### config.mk
export PLATFORM = sky130hd
export DESIGN_NAME = i2c_read_sequencer_flat
export DESIGN_NICKNAME = d
export VERILOG_FILES = /design/src/rtl/i2c_seq_pkg.sv /design/src/rtl/i2c_read_sequencer_if.sv /design/src/rtl/i2c_seq_fifo.sv /design/src/rtl/i2c_read_sequencer.sv /design/src/flat_wrapper.sv
export SDC_FILE = /design/constraint.sdc
export NUM_CORES = 1
export LEC_CHECK = 0
export ABC_AREA = 1
export CAP_MARGIN = 10
export CORE_UTILIZATION = 56
export DETAILED_ROUTE_END_ITERATION = 6
export HOLD_SLACK_MARGIN = 0.06
export PLACE_DENSITY = 0.84
export RECOVER_POWER = 100
export SYNTH_ARGS = -nofsm -noshare
export SYNTH_HDL_FRONTEND = slang
export SYNTH_HIERARCHICAL = 1
export SYNTH_SLANG_ARGS = --single-unit
export TNS_END_PERCENT = 30
### constraint.sdc
create_clock -name clk -period 3.35 [get_ports clk]
set_input_delay 1.005 -clock clk [delete_from_list [all_inputs] [get_ports clk]]
set_output_delay 1.005 -clock clk [all_outputs]
set_load 0.005 [all_outputs]
### src/rtl/i2c_seq_pkg.sv
// Shared types and constants for the I2C burst-read sequencer.
package i2c_seq_pkg;
  localparam int DEV_ADDR_W  = 7;
  localparam int DATA_ADDR_W = 8;

  localparam int DEF_BURST_MAX      = 16;
  localparam int DEF_FIFO_DEPTH     = 8;
  localparam int DEF_GAP_CYCLES     = 1000;
  localparam int DEF_TIMEOUT_CYCLES = 100000;

  typedef enum logic [2:0] {
    IDLE, ISSUE, WAIT_DONE, CAPTURE, GAP, FINISH
  } seq_state_e;

  typedef struct packed {
    logic [DEV_ADDR_W-1:0]  dev;
    logic [DATA_ADDR_W-1:0] data;
  } burst_addr_t;

  function automatic int max_int(input int a, input int b);
    return (a > b) ? a : b;
  endfunction
endpackage

### src/rtl/i2c_read_sequencer_if.sv
// Sequencer <-> I2C master receiver per-byte command/response bus.
interface i2c_read_sequencer_if;
  import i2c_seq_pkg::*;

  logic                   o_i2c_recv_en;
  logic [DEV_ADDR_W-1:0]  o_device_addr;
  logic [DATA_ADDR_W-1:0] o_data_addr;
  logic [7:0]             i_read_data;
  logic                   i_done_flag;

  modport master (
    output o_i2c_recv_en, o_device_addr, o_data_addr,
    input  i_read_data, i_done_flag
  );

  modport slave (
    input  o_i2c_recv_en, o_device_addr, o_data_addr,
    output i_read_data, i_done_flag
  );
endinterface

### src/rtl/i2c_seq_fifo.sv
// Synchronous show-ahead FIFO: head byte is visible on rdata whenever valid.
module i2c_seq_fifo #(
  parameter int DEPTH = 8,
  parameter int W     = 8,
  localparam int AW   = $clog2(DEPTH),
  localparam int CW   = AW + 1
) (
  input  logic          clk,
  input  logic          rst,
  input  logic          push,
  input  logic [W-1:0]  wdata,
  input  logic          pop,
  output logic [W-1:0]  rdata,
  output logic          valid,
  output logic [CW-1:0] count
);
  logic [W-1:0] mem [DEPTH];
  logic [AW:0]  wr_q, rd_q;
  logic         do_push, do_pop;

  // Pointers carry one extra wrap bit so full and empty are distinguishable.
  assign count   = wr_q - rd_q;
  assign valid   = (count != '0);
  assign rdata   = mem[rd_q[AW-1:0]];
  assign do_pop  = pop && valid;
  assign do_push = push && (count != CW'(DEPTH));

  always_ff @(posedge clk) begin
    if (rst) begin
      wr_q <= '0;
      rd_q <= '0;
    end else begin
      if (do_push) wr_q <= wr_q + CW'(1);
      if (do_pop)  rd_q <= rd_q + CW'(1);
    end
  end

  always_ff @(posedge clk) begin
    if (do_push) mem[wr_q[AW-1:0]] <= wdata;
  end
endmodule

### src/rtl/i2c_read_sequencer.sv
// Burst-read sequencer driving the I2C master receiver one byte at a time.
// Optional watchdog on the receiver done flag: define I2C_SEQ_TIMEOUT_EN.
module i2c_read_sequencer
  import i2c_seq_pkg::*;
#(
  parameter int BURST_MAX      = DEF_BURST_MAX,
  parameter int FIFO_DEPTH     = DEF_FIFO_DEPTH,
  parameter int GAP_CYCLES     = DEF_GAP_CYCLES,
  parameter int TIMEOUT_CYCLES = DEF_TIMEOUT_CYCLES,
  localparam int LEN_W         = $clog2(BURST_MAX) + 1,
  localparam int FCNT_W        = $clog2(FIFO_DEPTH) + 1
) (
  input  logic                   clk,
  input  logic                   rst,
  input  logic                   i_start,
  input  logic [DEV_ADDR_W-1:0]  i_device_addr,
  input  logic [DATA_ADDR_W-1:0] i_start_addr,
  input  logic [LEN_W-1:0]       i_burst_len,
  output logic                   o_busy,
  output logic                   o_burst_done,
  output logic                   o_err_timeout,
  i2c_read_sequencer_if.master   rx,
  output logic [7:0]             o_fifo_rdata,
  output logic                   o_fifo_valid,
  input  logic                   i_fifo_ready,
  output logic [FCNT_W-1:0]      o_fifo_count
);
  localparam int CNT_W = $clog2(max_int(GAP_CYCLES, TIMEOUT_CYCLES) + 1);
  localparam logic [CNT_W-1:0] GAP_LAST = CNT_W'(GAP_CYCLES);
  localparam logic [LEN_W-1:0] LEN_MAX  = LEN_W'(BURST_MAX);

  seq_state_e       state, state_nxt;
  burst_addr_t      addr_q;
  logic [LEN_W-1:0] rem_q, len_clamped;
  logic [CNT_W-1:0] cnt_q;
  logic             push, has_space, timeout_hit, start_acc;

  assign len_clamped = (i_burst_len > LEN_MAX) ? LEN_MAX : i_burst_len;
  assign start_acc   = (state == IDLE) && i_start;
  // Room is reserved before each byte is requested, so CAPTURE never meets a full FIFO.
  assign has_space   = (o_fifo_count < FCNT_W'(FIFO_DEPTH));

`ifdef I2C_SEQ_TIMEOUT_EN
  localparam logic [CNT_W-1:0] TO_LAST = CNT_W'(TIMEOUT_CYCLES - 1);
  logic err_q;

  assign timeout_hit   = (state == WAIT_DONE) && !rx.i_done_flag && (cnt_q == TO_LAST);
  assign o_err_timeout = err_q;

  always_ff @(posedge clk) begin
    if (rst)              err_q <= 1'b0;
    else if (start_acc)   err_q <= 1'b0;
    else if (timeout_hit) err_q <= 1'b1;
  end
`else
  assign timeout_hit   = 1'b0;
  assign o_err_timeout = 1'b0;
`endif

  // Enable stays up through CAPTURE so the receiver holds read data until it is pushed.
  assign rx.o_i2c_recv_en = ((state == ISSUE) && has_space) ||
                            (state == WAIT_DONE) || (state == CAPTURE);
  assign rx.o_device_addr = addr_q.dev;
  assign rx.o_data_addr   = addr_q.data;
  assign o_busy           = (state != IDLE);
  assign o_burst_done     = (state == FINISH);
  assign push             = (state == CAPTURE);

  always_comb begin
    state_nxt = state;
    case (state)
      IDLE:      if (i_start) state_nxt = (len_clamped == '0) ? FINISH : ISSUE;
      ISSUE:     if (has_space) state_nxt = WAIT_DONE;
      WAIT_DONE: begin
        if (rx.i_done_flag)   state_nxt = CAPTURE;
        else if (timeout_hit) state_nxt = GAP;
      end
      CAPTURE:   state_nxt = GAP;
      // GAP lasts GAP_CYCLES+1 clocks of done low, giving that enable-low spacing.
      GAP:       if (!rx.i_done_flag && (cnt_q == GAP_LAST))
                   state_nxt = (rem_q == '0) ? FINISH : ISSUE;
      FINISH:    state_nxt = IDLE;
      default:   state_nxt = IDLE;
    endcase
  end

  always_ff @(posedge clk) begin
    if (rst) begin
      state  <= IDLE;
      addr_q <= '0;
      rem_q  <= '0;
      cnt_q  <= '0;
    end else begin
      state <= state_nxt;

      if ((state != state_nxt) || ((state == GAP) && rx.i_done_flag))
        cnt_q <= '0;
      else if ((state == WAIT_DONE) || (state == GAP))
        cnt_q <= cnt_q + CNT_W'(1);

      case (state)
        IDLE: if (i_start) begin
          addr_q <= '{dev: i_device_addr, data: i_start_addr};
          rem_q  <= len_clamped;
        end
        CAPTURE: begin
          rem_q       <= rem_q - LEN_W'(1);
          addr_q.data <= addr_q.data + DATA_ADDR_W'(1);
        end
        default: ;
      endcase

      // An aborted byte discards the rest of the burst.
      if (timeout_hit) rem_q <= '0;
    end
  end

  i2c_seq_fifo #(
    .DEPTH (FIFO_DEPTH),
    .W     (8)
  ) u_fifo (
    .clk   (clk),
    .rst   (rst),
    .push  (push),
    .wdata (rx.i_read_data),
    .pop   (i_fifo_ready),
    .rdata (o_fifo_rdata),
    .valid (o_fifo_valid),
    .count (o_fifo_count)
  );
endmodule

### src/flat_wrapper.sv
// flat-port wrapper written by rule: the top's interface ports become plain ports
module i2c_read_sequencer_flat import i2c_seq_pkg::*;
#(
  parameter int BURST_MAX      = DEF_BURST_MAX,
  parameter int FIFO_DEPTH     = DEF_FIFO_DEPTH,
  parameter int GAP_CYCLES     = DEF_GAP_CYCLES,
  parameter int TIMEOUT_CYCLES = DEF_TIMEOUT_CYCLES,
  localparam int LEN_W         = $clog2(BURST_MAX) + 1,
  localparam int FCNT_W        = $clog2(FIFO_DEPTH) + 1
)
  (clk, rst, i_start, i_device_addr, i_start_addr, i_burst_len, o_busy, o_burst_done, o_err_timeout, o_fifo_rdata, o_fifo_valid, i_fifo_ready, o_fifo_count, rx_o_i2c_recv_en, rx_o_device_addr, rx_o_data_addr, rx_i_read_data, rx_i_done_flag);
  i2c_read_sequencer_if rx_i ();
  input  logic clk;
  input  logic rst;
  input  logic i_start;
  input  logic [DEV_ADDR_W-1:0] i_device_addr;
  input  logic [DATA_ADDR_W-1:0] i_start_addr;
  input  logic [LEN_W-1:0] i_burst_len;
  output logic o_busy;
  output logic o_burst_done;
  output logic o_err_timeout;
  output logic [7:0] o_fifo_rdata;
  output logic o_fifo_valid;
  input  logic i_fifo_ready;
  output logic [FCNT_W-1:0] o_fifo_count;
  output wire logic [$bits(rx_i.o_i2c_recv_en)-1:0] rx_o_i2c_recv_en;
  output wire logic [$bits(rx_i.o_device_addr)-1:0] rx_o_device_addr;
  output wire logic [$bits(rx_i.o_data_addr)-1:0] rx_o_data_addr;
  input wire logic [$bits(rx_i.i_read_data)-1:0] rx_i_read_data;
  input wire logic [$bits(rx_i.i_done_flag)-1:0] rx_i_done_flag;
  assign rx_o_i2c_recv_en = rx_i.o_i2c_recv_en;
  assign rx_o_device_addr = rx_i.o_device_addr;
  assign rx_o_data_addr = rx_i.o_data_addr;
  assign rx_i.i_read_data = rx_i_read_data;
  assign rx_i.i_done_flag = rx_i_done_flag;
  i2c_read_sequencer #(.BURST_MAX(BURST_MAX), .FIFO_DEPTH(FIFO_DEPTH), .GAP_CYCLES(GAP_CYCLES), .TIMEOUT_CYCLES(TIMEOUT_CYCLES)) u_core (.clk(clk), .rst(rst), .i_start(i_start), .i_device_addr(i_device_addr), .i_start_addr(i_start_addr), .i_burst_len(i_burst_len), .o_busy(o_busy), .o_burst_done(o_burst_done), .o_err_timeout(o_err_timeout), .rx(rx_i), .o_fifo_rdata(o_fifo_rdata), .o_fifo_valid(o_fifo_valid), .i_fifo_ready(i_fifo_ready), .o_fifo_count(o_fifo_count));
endmodule
== After elaboration in Yosys (flattened, before gate mapping) ==
Memories as Yosys holds them, arrays and structs flattened. A register that Yosys moved wholly into a read port is not among the register bits.
Index checks and enable logic that the tools add are counted.
Word-level totals
  bits in registers: 48
  memory bits (writable): 64
  input bits: 33
  output and inout port bits: 32
  logic and storage cells: 60
  memories: 1
Memory list
  u_core.u_fifo.mem: depth 8, width 8, read ports 1, clocked after memory_dff 1, wr ports 1, RTL line i2c_seq_fifo.sv:17  | logic [W-1:0] mem [DEPTH];
Cells by class
  add/subtract/negate cells: 6
  order comparisons: 2
  equal/unequal tests: 9
  mux-type cells: 16
  reductions and logical operators: 19
Operators with widths (number)
  $mux W3: 8
  $add A17 B1 Y17 const B: 1
  $eq A17 B10 Y1 const B: 1
  $pmux W8 S2: 1
  $pmux W3 S5: 1
  $logic_not A5 Y1: 2
  $mux W5: 2
  $pmux W5 S2: 1
  $add A4 B1 Y4 const B: 2
  $add A8 B1 Y8 const B: 1
  $mux W8: 1
  $eq A3 B2 Y1 const B: 2
  $eq A3 B3 Y1 const B: 2
  $gt A5 B5 Y1 const B: 1
  $logic_and A1 B1 Y1: 5
  $sub A5 B1 Y5 const B: 1
  $logic_or A1 B1 Y1: 4
  $lt A4 B4 Y1 const B: 1
  $ne A4 B4 Y1 const B: 1
  $reduce_and A2 Y1: 2
  $reduce_bool A4 Y1: 1
  $sub A4 B4 Y4: 1
  $eq A3 B1 Y1 const B: 1
  $logic_not A3 Y1: 1
  7 further kinds: 8

== Depth between registers and ports, before layout ==
  word-level depth: 9
  mapped depth: 15
  depth with buffers taken out: 14

== By module ==
The synthesis kept the hierarchy.
Modules (own cells, without submodules)
  i2c_seq_fifo: times used 1, cells each 296, area each 3226.8 um^2, seq. area each 2142.1 um^2
  i2c_read_sequencer: times used 1, cells each 318, area each 2274.7 um^2, seq. area each 800.8 um^2

== Worst setup path before layout ==
Ideal clock, no wire load.
  kind: register to output
  from: register u_core.u_fifo.wr_q[0]
  to: output o_fifo_valid
  arrival time: 1.701 ns
  data required time: 2.345 ns
  path slack: 0.644 ns
  stages on the path, launching flop included: 8
  path buffers: 0
  cells stage by stage: dfxtp_1 -> inv_1 -> ha_1 -> inv_1 -> fa_1 -> or2_4 -> nor2_8 -> nand3_4
On the way
  cells in the longest elaborated chain, start to end: 2
RTL lines
  start, declared: RTL line i2c_seq_fifo.sv:18  | logic [AW:0] wr_q, rd_q;
  start signal, assigned: RTL line i2c_seq_fifo.sv:33  | if (do_push) wr_q <= wr_q + CW'(1);
  $sub A4 B4 Y4: RTL line i2c_seq_fifo.sv:22  | assign count = wr_q - rd_q;
  named net o_fifo_count[1]: RTL line flat_wrapper.sv:25  | output logic [FCNT_W-1:0] o_fifo_count;
  $reduce_bool A4 Y1: RTL line i2c_seq_fifo.sv:23  | assign valid = (count != '0);
  end, declared: RTL line flat_wrapper.sv:23  | output logic o_fifo_valid;
The timed path passes the listed nets, and every way through them passes these cells.

== Final worst setup path ==
  from: register u_core.u_fifo.wr_q[0]
  to: output o_fifo_valid
On the way
  cells in the longest elaborated chain, start to end: 2
RTL lines (RTL line)
  $sub A4 B4 Y4: i2c_seq_fifo.sv:22
  $reduce_bool A4 Y1: i2c_seq_fifo.sv:23
Every way passes these cells.

==> metrics.txt <==
Die Width=101 um; R2R cell count=5; layout cell share with drive strength beyond 1=0.148; filler instances=641; ys flop type=edfxtp_1; post-synthesis async set-or-reset flop share=0; H-tree Lvls=4; Setup WS pre-CTS=roughly 0.062 ns; post-route insts no fill=838; DRC=0; gr usage total=0.272; FF-to-FF End=u_core/u_fifo/mem[2][2]$_DFFE_PP_; hpwl dp=8.45 mm; actual slew at the worst max-slew pin=0.677 ns; WP data arrival=about 2.3 ns; fin nets=740; gr ovfl total=0; Final Util=0.740; Worst-path clk slew=0.06 ns; ANT nets after route=0; via count=4633; critical path endpoint=o_fifo_valid; core area=9370 um^2; top-count cell post-synth=nand2_1; Initial Utilization=0.587; sequential share of the synthesized area=0.535; Final setup viols=0; Root Driver=clkbuf_8; Seq cells post-synth=115; Area Growth Syn to Fin=26.1%; vias in the first global route=about 4500; CTS sink count=115; slowest stage cell, crit path=fa_1; Netlist cell types=38; RSZ-0062 raised after global routing=true; Final Hold Fails=0; Max Buffers Root-to-Sink=2; die footprint=10200 um^2; initial drt markers=~230; CTS Hold Bufs=0; WL per Instance=15.8 um; PortBufs=between 60 and 70; first-pass GRT wire length=21.2 mm; initial antenna violation count=0; DR pass1 iterations=6; Num CTS Buffers=17; Synth Warn #=6; r2r setup slk=0.42 ns; EDFF count, synth=64; DP Cell Count=802; Pleak=0.00257 uW; Min Clock Period, post-route=roughly 3.3 ns; max-cap violations=0; cells after synthesis=614; relative slew slack=0.548; diode count=0; io pins=65; largest net degree at the start of global routing=24; Final Skew=0.0104 ns; syn_area_per_cell=around 9 um^2; Hold WC Path Type=reg2reg; post-synth top area cell=edfxtp_1; Multi-input gate area=2230 um^2; VDD IR max=0.491 mV; register area=2950 um^2; setup TNS=0 ns; CP max FO=5; CP required=2.34 ns; max-slew violations=0; TritonCTS clock tree=built; chip height=101 um; FMAX=0.302 GHz; Largest stage delay, worst path=approximately 0.43 ns; PD cells=around 640 nW/um^2; Vias per Instance=roughly 5.5; Mapped Area=5500 um^2; Setup crit end kind=primary output; WS Path Type=reg2out; Worst setup SP type=flip-flop; R2R Path Start=u_core/state[0]$_SDFF_PP0_; cell family with most CP delay=adder cells; most used cell, CP=inv_2; synth top area cells=edfxtp_1 (35%), dfxtp_1 (19%), nand2_1 (7.7%); RD Place Congestion=0.886; post-synth top area share=0.349; clk_lat worst skew=0.50 ns; CP Launch Point=u_core/u_fifo/wr_q[0]$_SDFFE_PP0P_; WP buf/inv=3; outcome=completed; worst setup slack after layout=0.0369 ns; crit path cell chain=inv_2 -> ha_1 -> inv_2 -> fa_1 -> or2_4 -> nor2_8 -> nand3_4 -> clkdlybuf4s15_1; FP Rows=35; Post-synth top cells=nand2_1 (113), nor2_1 (100), edfxtp_1 (64), dfxtp_1 (51), inv_1 (51); Levels on crit path=8; WL final=13.2 mm; Final Cycle Share=0.989; Syn Nets=roughly 660
[worst min-delay path, cell delays in order, from the launching register on]
cell,delay (ns)
dfxtp_1,0.31
nand2_1,0.06
a21oi_1,0.05
[layout make-up]
class / count / area share
sequential: 115 / 0.426
multi-input combinational: 423 / 0.322
timing repair buffer: 82 / 0.112
clock buffer: 17 / 0.0597
inverter: 57 / 0.0310
clock inverter: 15 / 0.0261
tap: 129 / 0.0233
[power by group]
part	switching, uW	total, uW	internal, uW
combinational	590	1050	456
clock	651	1790	1140
sequential	78.1	1630	1550
[registers in the layout, summed over array words and instances (netlist names), named ones only]
name / flops
u_core/state: 3
u_core/rem_q: 5
u_core/rx.o_device_addr: 7
u_core/rx.o_data_addr: 8
u_core/cnt_q: 17
u_core/u_fifo/mem: 64
u_core/u_fifo/wr_q: 4
u_core/u_fifo/rd_q: 4
[timing repair]
action,CTS,global route
pin swaps,7,1
endpoints found under the setup margin,5,8
resized for setup,19,4
buffers inserted,4,0
cloned,0,0
endpoints found under the hold margin,0,0
[metal layers]
layer	GRT usage	part of all wire	up-vias
met4	0.115	0.020	0
met1	0.312	0.38	2189
met5	0	0	-
li1	-	-	2211
met3	0.0576	0.065	26
met2	0.492	0.53	207
[through the flow]
| step | hold slack (ns) | area (um^2) | total power, uW |
|---|---|---|---|
| 3_5_place_dp | 0.458 | 6290 | 2670 |
| 6_report | 0.468 | 6940 | 4470 |
| 5_1_grt | 0.502 | 6940 | 4650 |
| 2_1_floorplan | 0.444 | 5500 | 2270 |
| 3_3_place_gp | 0.453 | 6290 | 2630 |
| 4_1_cts | 0.469 | 6960 | 4480 |
[cells by family after synthesis]
logic type               Yosys count  share of synthesized area
AND/OR/NAND/NOR                  289                      0.245
flip-flops                       115                      0.535
AO/OA/AOI/OAI                    102                     0.0998
buffers and inverters             76                     0.0610
XOR/XNOR                          20                     0.0318
adder cells (fa/ha/maj)           11                     0.0264
other                              1                   0.000682
[worst min-delay path by stage]
stage                                                 start                                      end  slack, ns  depth (start not counted)
floorplan                      u_core/rem_q[4]$_SDFFE_PP0P_             u_core/rem_q[4]$_SDFFE_PP0P_       0.44                          2
finish              u_core/rx.o_device_addr[6]$_SDFFE_PP0P_  u_core/rx.o_device_addr[6]$_SDFFE_PP0P_       0.47                          2
global route        u_core/rx.o_device_addr[2]$_SDFFE_PP0P_  u_core/rx.o_device_addr[2]$_SDFFE_PP0P_       0.50                          2
detailed placement  u_core/rx.o_device_addr[6]$_SDFFE_PP0P_  u_core/rx.o_device_addr[6]$_SDFFE_PP0P_       0.46                          2
CTS                 u_core/rx.o_device_addr[6]$_SDFFE_PP0P_  u_core/rx.o_device_addr[6]$_SDFFE_PP0P_       0.47                          2
global placement    u_core/rx.o_device_addr[4]$_SDFFE_PP0P_  u_core/rx.o_device_addr[4]$_SDFFE_PP0P_       0.45                          2
[cell usage in the layout (no fill, tap or decap), drive strengths merged, types with 9 or more instances in the layout]
cell,netlist,layout
ha,10,10
dlygate4sd3,0,9
buf,14,19
a31oi,10,10
clkbuf,5,17
dfxtp,51,51
xor2,18,18
edfxtp,64,64
inv,57,59
a21oi,41,41
nor2,119,119
clkdlybuf4s50,0,51
nand2,116,116
o21ai,46,46
nand3,39,39
Power figures use the tool's default switching activity.
